`src/rtl/bus_rr_arbiter_if.sv`:
```
// bus_rr_arbiter_if: host-side and device-side req/gnt/rvalid bundle
// plus region config for the round-robin bus interconnect.
interface bus_rr_arbiter_if #(
  parameter int NrHosts      = 2,
  parameter int NrDevices    = 3,
  parameter int DataWidth    = 32,
  parameter int AddressWidth = 32
);
  logic [NrHosts-1:0]                      host_req_i;
  logic [NrHosts-1:0]                      host_gnt_o;
  logic [NrHosts-1:0][AddressWidth-1:0]    host_addr_i;
  logic [NrHosts-1:0]                      host_we_i;
  logic [NrHosts-1:0][DataWidth/8-1:0]     host_be_i;
  logic [NrHosts-1:0][DataWidth-1:0]       host_wdata_i;
  logic [NrHosts-1:0]                      host_rvalid_o;
  logic [NrHosts-1:0][DataWidth-1:0]       host_rdata_o;
  logic [NrHosts-1:0]                      host_err_o;

  logic [NrDevices-1:0]                    device_req_o;
  logic [NrDevices-1:0][AddressWidth-1:0]  device_addr_o;
  logic [NrDevices-1:0]                    device_we_o;
  logic [NrDevices-1:0][DataWidth/8-1:0]   device_be_o;
  logic [NrDevices-1:0][DataWidth-1:0]     device_wdata_o;
  logic [NrDevices-1:0]                    device_rvalid_i;
  logic [NrDevices-1:0][DataWidth-1:0]     device_rdata_i;
  logic [NrDevices-1:0]                    device_err_i;

  logic [NrDevices-1:0][AddressWidth-1:0]  cfg_device_addr_base;
  logic [NrDevices-1:0][AddressWidth-1:0]  cfg_device_addr_mask;

  modport slave (
    input  host_req_i, host_addr_i, host_we_i,
    input  host_be_i, host_wdata_i,
    output host_gnt_o, host_rvalid_o,
    output host_rdata_o, host_err_o,
    output device_req_o, device_addr_o, device_we_o,
    output device_be_o, device_wdata_o,
    input  device_rvalid_i, device_rdata_i,
    input  device_err_i,
    input  cfg_device_addr_base, cfg_device_addr_mask
  );

  modport master (
    output host_req_i, host_addr_i, host_we_i,
    output host_be_i, host_wdata_i,
    input  host_gnt_o, host_rvalid_o,
    input  host_rdata_o, host_err_o,
    input  device_req_o, device_addr_o, device_we_o,
    input  device_be_o, device_wdata_o,
    output device_rvalid_i, device_rdata_i,
    output device_err_i,
    output cfg_device_addr_base, cfg_device_addr_mask
  );
endinterface

```
`src/rtl/bus_rr_arbiter.sv`:
```
// bus_rr_arbiter: round-robin multi-host to multi-device interconnect
// with in-order response tracking and internal decode-error responses.
module bus_rr_arbiter #(
  parameter int NrHosts        = 2,
  parameter int NrDevices      = 3,
  parameter int DataWidth      = 32,
  parameter int AddressWidth   = 32,
  parameter int MaxOutstanding = 2
) (
  input  logic            clk_i,
  input  logic            rst_ni,
  bus_rr_arbiter_if.slave bus
);
  localparam int HostW =
    (NrHosts > 1) ? $clog2(NrHosts) : 1;
  localparam int DevW =
    (NrDevices > 1) ? $clog2(NrDevices) : 1;
  localparam int PtrW =
    (MaxOutstanding > 1) ? $clog2(MaxOutstanding) : 1;
  localparam int CntW = $clog2(MaxOutstanding + 1);

  typedef struct packed {
    logic [HostW-1:0] host;
    logic [DevW-1:0]  dev;
    logic             miss;
  } entry_t;

  entry_t           fifo_q [MaxOutstanding];
  entry_t           fifo_d [MaxOutstanding];
  logic [PtrW-1:0]  wr_ptr_q, wr_ptr_d;
  logic [PtrW-1:0]  rd_ptr_q, rd_ptr_d;
  logic [CntW-1:0]  cnt_q, cnt_d;
  logic [HostW-1:0] rr_q, rr_d;
  logic [DevW-1:0]  last_dev_q, last_dev_d;
  logic             fresh_q, fresh_d;

  logic             cand_vld;
  logic [HostW-1:0] cand;
  logic [AddressWidth-1:0] cand_addr;
  logic             cand_hit;
  logic [DevW-1:0]  cand_dev;

  entry_t           head;
  logic             head_vld;
  logic             pop;
  logic             push;
  logic             accept;
  logic             dev_ok;
  logic [CntW-1:0]  cnt_post;

  function automatic logic [PtrW-1:0] ptr_inc(
    input logic [PtrW-1:0] p
  );
    return (p == PtrW'(MaxOutstanding - 1)) ?
      '0 : p + 1'b1;
  endfunction

  always_comb begin
    int idx;
    logic [HostW-1:0] h;
    idx      = 0;
    h        = '0;
    cand_vld = 1'b0;
    cand     = '0;
    // Walk downwards so the host nearest rr_q wins.
    for (int i = NrHosts - 1; i >= 0; i--) begin
      idx = int'(rr_q) + i;
      if (idx >= NrHosts) idx = idx - NrHosts;
      h = HostW'(idx);
      if (bus.host_req_i[h]) begin
        cand_vld = 1'b1;
        cand     = h;
      end
    end
  end

  always_comb begin
    cand_addr = bus.host_addr_i[cand];
    cand_hit  = 1'b0;
    cand_dev  = '0;
    for (int d = NrDevices - 1; d >= 0; d--) begin
      if ((cand_addr & bus.cfg_device_addr_mask[d])
          == bus.cfg_device_addr_base[d]) begin
        cand_hit = 1'b1;
        cand_dev = DevW'(d);
      end
    end
  end

  always_comb begin
    head     = fifo_q[rd_ptr_q];
    head_vld = (cnt_q != '0);
    pop      = head_vld &
               (head.miss | bus.device_rvalid_i[head.dev]);
    cnt_post = cnt_q - CntW'(pop);
    // Outstanding hits all target last_dev, so matching it
    // keeps device responses in grant order.
    dev_ok   = (cnt_post == '0) | ~cand_hit |
               (cand_dev == last_dev_q);
    accept   = rst_ni & cand_vld & dev_ok &
               (cnt_post != CntW'(MaxOutstanding));
    push     = accept;
  end

  always_comb begin
    bus.host_gnt_o     = '0;
    bus.host_rvalid_o  = '0;
    bus.host_rdata_o   = '0;
    bus.host_err_o     = '0;
    bus.device_req_o   = '0;
    bus.device_addr_o  = '0;
    bus.device_we_o    = '0;
    bus.device_be_o    = '0;
    bus.device_wdata_o = '0;
    if (accept) begin
      bus.host_gnt_o[cand] = 1'b1;
      if (cand_hit) begin
        bus.device_req_o[cand_dev]   = 1'b1;
        bus.device_addr_o[cand_dev]  =
          bus.host_addr_i[cand];
        bus.device_we_o[cand_dev]    =
          bus.host_we_i[cand];
        bus.device_be_o[cand_dev]    =
          bus.host_be_i[cand];
        bus.device_wdata_o[cand_dev] =
          bus.host_wdata_i[cand];
      end
    end
    if (pop) begin
      bus.host_rvalid_o[head.host] = 1'b1;
      if (head.miss) begin
        bus.host_err_o[head.host] = 1'b1;
      end else begin
        bus.host_rdata_o[head.host] =
          bus.device_rdata_i[head.dev];
        bus.host_err_o[head.host]   =
          bus.device_err_i[head.dev];
      end
    end
  end

  always_comb begin
    fifo_d     = fifo_q;
    wr_ptr_d   = wr_ptr_q;
    rd_ptr_d   = rd_ptr_q;
    cnt_d      = cnt_post + CntW'(push);
    rr_d       = rr_q;
    last_dev_d = last_dev_q;
    fresh_d    = fresh_q & ~push;
    if (pop) rd_ptr_d = ptr_inc(rd_ptr_q);
    if (push) begin
      fifo_d[wr_ptr_q] = '{
        host: cand,
        dev:  cand_dev,
        miss: ~cand_hit
      };
      wr_ptr_d = ptr_inc(wr_ptr_q);
      rr_d     = (cand == HostW'(NrHosts - 1)) ?
                 '0 : cand + 1'b1;
      if (cand_hit) last_dev_d = cand_dev;
    end
  end

  always_ff @(posedge clk_i or negedge rst_ni) begin
    if (!rst_ni) begin
      fifo_q     <= '{default: '0};
      wr_ptr_q   <= '0;
      rd_ptr_q   <= '0;
      cnt_q      <= '0;
      rr_q       <= '0;
      last_dev_q <= '0;
      fresh_q    <= 1'b1;
    end else begin
      fifo_q     <= fifo_d;
      wr_ptr_q   <= wr_ptr_d;
      rd_ptr_q   <= rd_ptr_d;
      cnt_q      <= cnt_d;
      rr_q       <= rr_d;
      last_dev_q <= last_dev_d;
      fresh_q    <= fresh_d;
    end
  end

  logic [NrDevices-1:0] rsp_ok;

  always_comb begin
    rsp_ok = '0;
    if (head_vld && !head.miss) rsp_ok[head.dev] = 1'b1;
  end

  // Late responses to transactions dropped by a reset may
  // still arrive before the first new grant; tolerate those.
  stray_rvalid: assert property (
    @(posedge clk_i) disable iff (!rst_ni)
    fresh_q || ((bus.device_rvalid_i & ~rsp_ok) == '0)
  );
endmodule

```
`src/flat_wrapper.sv`:
```
// flat-port wrapper written by rule: the top's interface ports become plain ports
module bus_rr_arbiter_flat 
#(
  parameter int NrHosts        = 2,
  parameter int NrDevices      = 3,
  parameter int DataWidth      = 32,
  parameter int AddressWidth   = 32,
  parameter int MaxOutstanding = 2
)
  (clk_i, rst_ni, bus_host_req_i, bus_host_addr_i, bus_host_we_i, bus_host_be_i, bus_host_wdata_i, bus_host_gnt_o, bus_host_rvalid_o, bus_host_rdata_o, bus_host_err_o, bus_device_req_o, bus_device_addr_o, bus_device_we_o, bus_device_be_o, bus_device_wdata_o, bus_device_rvalid_i, bus_device_rdata_i, bus_device_err_i, bus_cfg_device_addr_base, bus_cfg_device_addr_mask);
  bus_rr_arbiter_if #(.NrHosts(NrHosts), .NrDevices(NrDevices), .DataWidth(DataWidth), .AddressWidth(AddressWidth)) bus_i ();
  input  logic clk_i;
  input  logic rst_ni;
  input wire logic [$bits(bus_i.host_req_i)-1:0] bus_host_req_i;
  input wire logic [$bits(bus_i.host_addr_i)-1:0] bus_host_addr_i;
  input wire logic [$bits(bus_i.host_we_i)-1:0] bus_host_we_i;
  input wire logic [$bits(bus_i.host_be_i)-1:0] bus_host_be_i;
  input wire logic [$bits(bus_i.host_wdata_i)-1:0] bus_host_wdata_i;
  output wire logic [$bits(bus_i.host_gnt_o)-1:0] bus_host_gnt_o;
  output wire logic [$bits(bus_i.host_rvalid_o)-1:0] bus_host_rvalid_o;
  output wire logic [$bits(bus_i.host_rdata_o)-1:0] bus_host_rdata_o;
  output wire logic [$bits(bus_i.host_err_o)-1:0] bus_host_err_o;
  output wire logic [$bits(bus_i.device_req_o)-1:0] bus_device_req_o;
  output wire logic [$bits(bus_i.device_addr_o)-1:0] bus_device_addr_o;
  output wire logic [$bits(bus_i.device_we_o)-1:0] bus_device_we_o;
  output wire logic [$bits(bus_i.device_be_o)-1:0] bus_device_be_o;
  output wire logic [$bits(bus_i.device_wdata_o)-1:0] bus_device_wdata_o;
  input wire logic [$bits(bus_i.device_rvalid_i)-1:0] bus_device_rvalid_i;
  input wire logic [$bits(bus_i.device_rdata_i)-1:0] bus_device_rdata_i;
  input wire logic [$bits(bus_i.device_err_i)-1:0] bus_device_err_i;
  input wire logic [$bits(bus_i.cfg_device_addr_base)-1:0] bus_cfg_device_addr_base;
  input wire logic [$bits(bus_i.cfg_device_addr_mask)-1:0] bus_cfg_device_addr_mask;
  assign bus_i.host_req_i = bus_host_req_i;
  assign bus_i.host_addr_i = bus_host_addr_i;
  assign bus_i.host_we_i = bus_host_we_i;
  assign bus_i.host_be_i = bus_host_be_i;
  assign bus_i.host_wdata_i = bus_host_wdata_i;
  assign bus_host_gnt_o = bus_i.host_gnt_o;
  assign bus_host_rvalid_o = bus_i.host_rvalid_o;
  assign bus_host_rdata_o = bus_i.host_rdata_o;
  assign bus_host_err_o = bus_i.host_err_o;
  assign bus_device_req_o = bus_i.device_req_o;
  assign bus_device_addr_o = bus_i.device_addr_o;
  assign bus_device_we_o = bus_i.device_we_o;
  assign bus_device_be_o = bus_i.device_be_o;
  assign bus_device_wdata_o = bus_i.device_wdata_o;
  assign bus_i.device_rvalid_i = bus_device_rvalid_i;
  assign bus_i.device_rdata_i = bus_device_rdata_i;
  assign bus_i.device_err_i = bus_device_err_i;
  assign bus_i.cfg_device_addr_base = bus_cfg_device_addr_base;
  assign bus_i.cfg_device_addr_mask = bus_cfg_device_addr_mask;
  bus_rr_arbiter #(.NrHosts(NrHosts), .NrDevices(NrDevices), .DataWidth(DataWidth), .AddressWidth(AddressWidth), .MaxOutstanding(MaxOutstanding)) u_core (.clk_i(clk_i), .rst_ni(rst_ni), .bus(bus_i));
endmodule
```
`config.mk`:
```
export PLATFORM = sky130hd
export DESIGN_NAME = bus_rr_arbiter_flat
export DESIGN_NICKNAME = d
export VERILOG_FILES = /design/src/rtl/bus_rr_arbiter_if.sv /design/src/rtl/bus_rr_arbiter.sv /design/src/flat_wrapper.sv
export SDC_FILE = /design/constraint.sdc
export NUM_CORES = 1
export LEC_CHECK = 0
export ABC_AREA = 1
export ABC_CLOCK_PERIOD_IN_PS = 5100
export CORE_AREA = 3 3 274 276
export DETAILED_ROUTE_END_ITERATION = 10
export DIE_AREA = 0 0 277 279
export GPL_TIMING_DRIVEN = 0
export PLACE_DENSITY = 0.45
export SETUP_SLACK_MARGIN = 0.5
export SYNTH_ARGS = -nofsm -noshare
export SYNTH_HDL_FRONTEND = slang
export SYNTH_SLANG_ARGS = --single-unit
```
`constraint.sdc`:
```
create_clock -name clk_i -period 5.1 [get_ports clk_i]
set_input_delay 1.02 -clock clk_i [delete_from_list [all_inputs] [get_ports clk_i]]
set_output_delay 1.02 -clock clk_i [all_outputs]
set_load 0.01 [all_outputs]
```
==> metrics.md <==
| Metric | Value |
|---|---|
| Outcome | `finished, final reports clean` |
| Layout Nets | `2608` |
| Port Buffer Count | `714` |
| Post-Synthesis Cells | `1382` |
| Setup CP Type | `in2out` |
| Vert. Die Dim | `279 um` |
| Ys async rst share | `100.0%` |
| Setup ws final | `0.2200 ns` |
| Worst Hold Class | `reg2reg` |
| Final Slew Violations | `0` |
| CTS tree | `yes` |
| Die W | `277 um` |
| Core box area | `72830 um2` |
| Most area-consuming cells after synthesis | `nor2_1, nand2_1, inv_1, nand4_1, nand3_1` |
| Number of global-route vias before repair | `11760` |
| All-Layer GR Usage | `15.31%` |
| Post-detail-place hpwl | `54330 um` |
| # rows | `99` |
| Skew final | `0.004072 ns` |
| Max incr delay on CP | `0.40 ns` |
| Cell Area, Synth | `6913 um2` |
| Die ar. | `77280 um2` |
| CP Data Required Time | `4.08 ns` |
| Sequential fraction of design power | `5.5%` |
| DRC | `0` |
| Vias/cell | `3.884` |
| Synth-to-layout area growth | `143.7%` |
| Layout cells sized above 1 | `19.23%` |
| Share of total power in the clock network | `4.5%` |
| Slew HR | `41.82%` |
| Gr ovfl total | `0` |
| First-pass GRT wire length | `86120 um` |
| Ys Warns | `0` |
| WL final | `64400 um` |
| EDFF count, synth | `0` |
| Synth Net Count | `1820` |
| P per Cell Area | `205.1 nW/um2` |
| Final setup fails | `0` |
| Leak | `8.286 nW` |
| Initial core utilization | `9.491%` |
| TritonCTS buffer count | `3` |
| Psw | `1.881 mW` |
| Main synth FF type | `dfrtp_1` |
| Clk slew on worst S/H paths | `0.05 ns` |
| Max IR drop VDD | `266.9 uV` |
| I/O pin cnt | `716` |
| Internal | `1.573 mW` |
| Skew-Pair Late Insertion Delay | `0.25 ns` |
| Post-layout min period | `4.880 ns` |
| Max-cap violation count | `0` |
| Worst-case reg-to-reg path depth | `16` |
| Unrepaired setup endpoints after global routing | `true` |
| Hold Crit Depth | `2` |
| Initial antenna violation count | `9` |
| Clk buf depth | `2` |
| Worst EP arrival | `3.86 ns` |
| Setup WS pre-CTS | `-1.554 ns` |
| Crit start category | `input pin` |
| Routed Antenna Nets | `0` |
| Post-Layout Cell Count | `3135` |
| Register area share after synthesis | `5.430%` |
| Iteration-0 DRC Markers | `498` |
| Root buf cell | `clkbuf_16` |
| Placed Instances | `3055` |
| Wire per inst | `20.54 um` |
| # clock sinks | `15` |
| Part of the cycle the worst path needs | `95.69%` |
| Final Wtd Congestion | `0.8761` |
| Critical path peak fanout | `8` |
| Slowest CP cell | `clkdlybuf4s50_1` |
| Largest net degree at the start of global routing | `17` |
| Crit. End Element | `output port` |
| Dominant cell type by area after synthesis | `nor2_1` |
| TritonRoute pass-1 iters | `5` |
| Top-area cell type share of the netlist area | `18.41%` |
| Number of fillers in the final layout | `8341` |
| CP cell instances | `clkdlybuf4s50_1 -> nand3b_1 -> buf_4 -> nand3_1 -> xor2_1 -> nand3_1 -> nor2_4 -> nand2_4 -> nor2_4 -> nand3_2 -> nand2_2 -> nand3_2 -> nand2_4 -> nand3_4 -> buf_12 -> buf_12 -> nor2_2 -> clkdlybuf4s15_2` |
| Final hold violation count | `0` |
| H-tree depth reported by CTS | `1` |
| Avg Inst Size Synth | `5.002 um2` |
| F_max | `204.9 MHz` |
| Synth Register Bits | `15` |
| Worst-Margin Slew | `0.8727 ns` |
| Gate power share | `90.1%` |
| Total power | `3.454 mW` |
| Switching share of power | `54.45%` |
| Library cells used by synthesis | `31` |
| Via count | `12180` |
## placed cells by master (no fill, tap or decap), types with 44 or more instances in the layout
master	n
nor2_1	264
dlygate4sd2_1	67
nand2_2	45
nand2_1	273
inv_1	176
clkdlybuf4s50_1	499
nand3_1	93
buf_2	75
nand4_1	104
nor3_1	64
buf_4	44
## stage by stage
stage / instance area, um2 / utilization, % / hold WS, ns / TNS (ns)
global route: 16840 / 23.12 / 0.4912 / 0
floorplan: 6913 / - / 0.4338 / 0
global placement: 15260 / 20.95 / 0.4584 / -301.74
finish: 16850 / 23.13 / 0.4703 / 0
detailed placement: 15260 / 20.95 / 0.4630 / -296.49
CTS: 16270 / 22.34 / 0.4759 / 0
## synth_stat cells (all sizes together), types with 2 or more instances
library cell,count
or2,3
nand3b,19
o21ai,40
clkbuf,30
nor3,64
nand4,104
xor2,6
clkinv,4
nor2,339
ha,2
a31oi,33
nand3,115
o21bai,10
xnor2,3
buf,36
dfrtp,15
mux2i,38
nand2,339
inv,180
## path summary, 6_finish.rpt
check	endpoint	slack, ns	from
max reg2reg	u_core.last_dev_q[0]	1.81	u_core.rd_ptr_q
min reg2reg	u_core.fifo_q[1]	0.47	u_core.fifo_q[1]
min in group asynchronous	u_core.last_dev_q[0]	1.23	rst_ni
max	bus_device_addr_o[65]	0.22	bus_host_addr_i[32]
min	u_core.fifo_q[1]	0.47	u_core.fifo_q[1]
max in group asynchronous	u_core.fifo_q[7]	3.38	rst_ni
## routing by layer
metal,vias up,part of all wire [%],track usage (%)
met5,-,0,0
met4,0,2.9,4.283
met3,59,7.2,4.189
met2,529,47,26.18
met1,5495,43,18.83
li1,6094,-,-
## cell type report
type | instances | area, um2 | share of cell area, %
clock buffers | 3 | 75.07 | 0.4456
repair buffers | 782 | 7581 | 45.00
inverters | 184 | 705.7 | 4.189
plain buffers | 66 | 724.4 | 4.300
well taps | 959 | 1200 | 7.123
diodes | 7 | 17.52 | 0.1040
flip-flops and latches | 15 | 375.4 | 2.228
multi-input cells | 1118 | 6162 | 36.58
clock inverters | 1 | 5.005 | 0.02971
## worst max-delay path: cells and delay by family
family	cells	cell delay (ns)
buffers and inverters	5	1.15
xor gates and xnor gates	1	0.17
and+or+nand+nor	12	1.47
## sequential cells by signal, summed over array words and instances (netlist names)
name               flops
u_core.fifo_q          8
u_core.cnt_q           2
u_core.last_dev_q      2
u_core.rd_ptr_q        1
u_core.rr_q            1
u_core.wr_ptr_q        1
## what timing repair did
| item | in CTS | in global routing |
|---|---|---|
| setup endpoints to repair | 240 | 254 |
| gates resized for setup | 565 | 342 |
| gates cloned | 6 | 7 |
| pin swaps | 23 | 21 |
| hold buffers | 0 | 0 |
| buffers inserted | 40 | 16 |
## cells by family after synthesis
group	synth area share [%]
DFF	5.430
adders and majority gates	0.3619
buffers and inverters	16.67
muxes	5.502
and+or+nand+nor	63.73
xor gates and xnor gates	1.140
AOI/OAI and AO/OA	7.167
## power groups by stage
stage          Combinational (mW)  Clock, mW  Sequential, mW
6_report                     3.11      0.155           0.189
4_1_cts                      3.07      0.160           0.188
3_5_place_dp                 2.87          0           0.189
5_1_grt                      3.35      0.164           0.194
2_1_floorplan                1.40          0           0.182
3_3_place_gp                 2.88          0           0.189
Power figures use the tool's default switching activity.
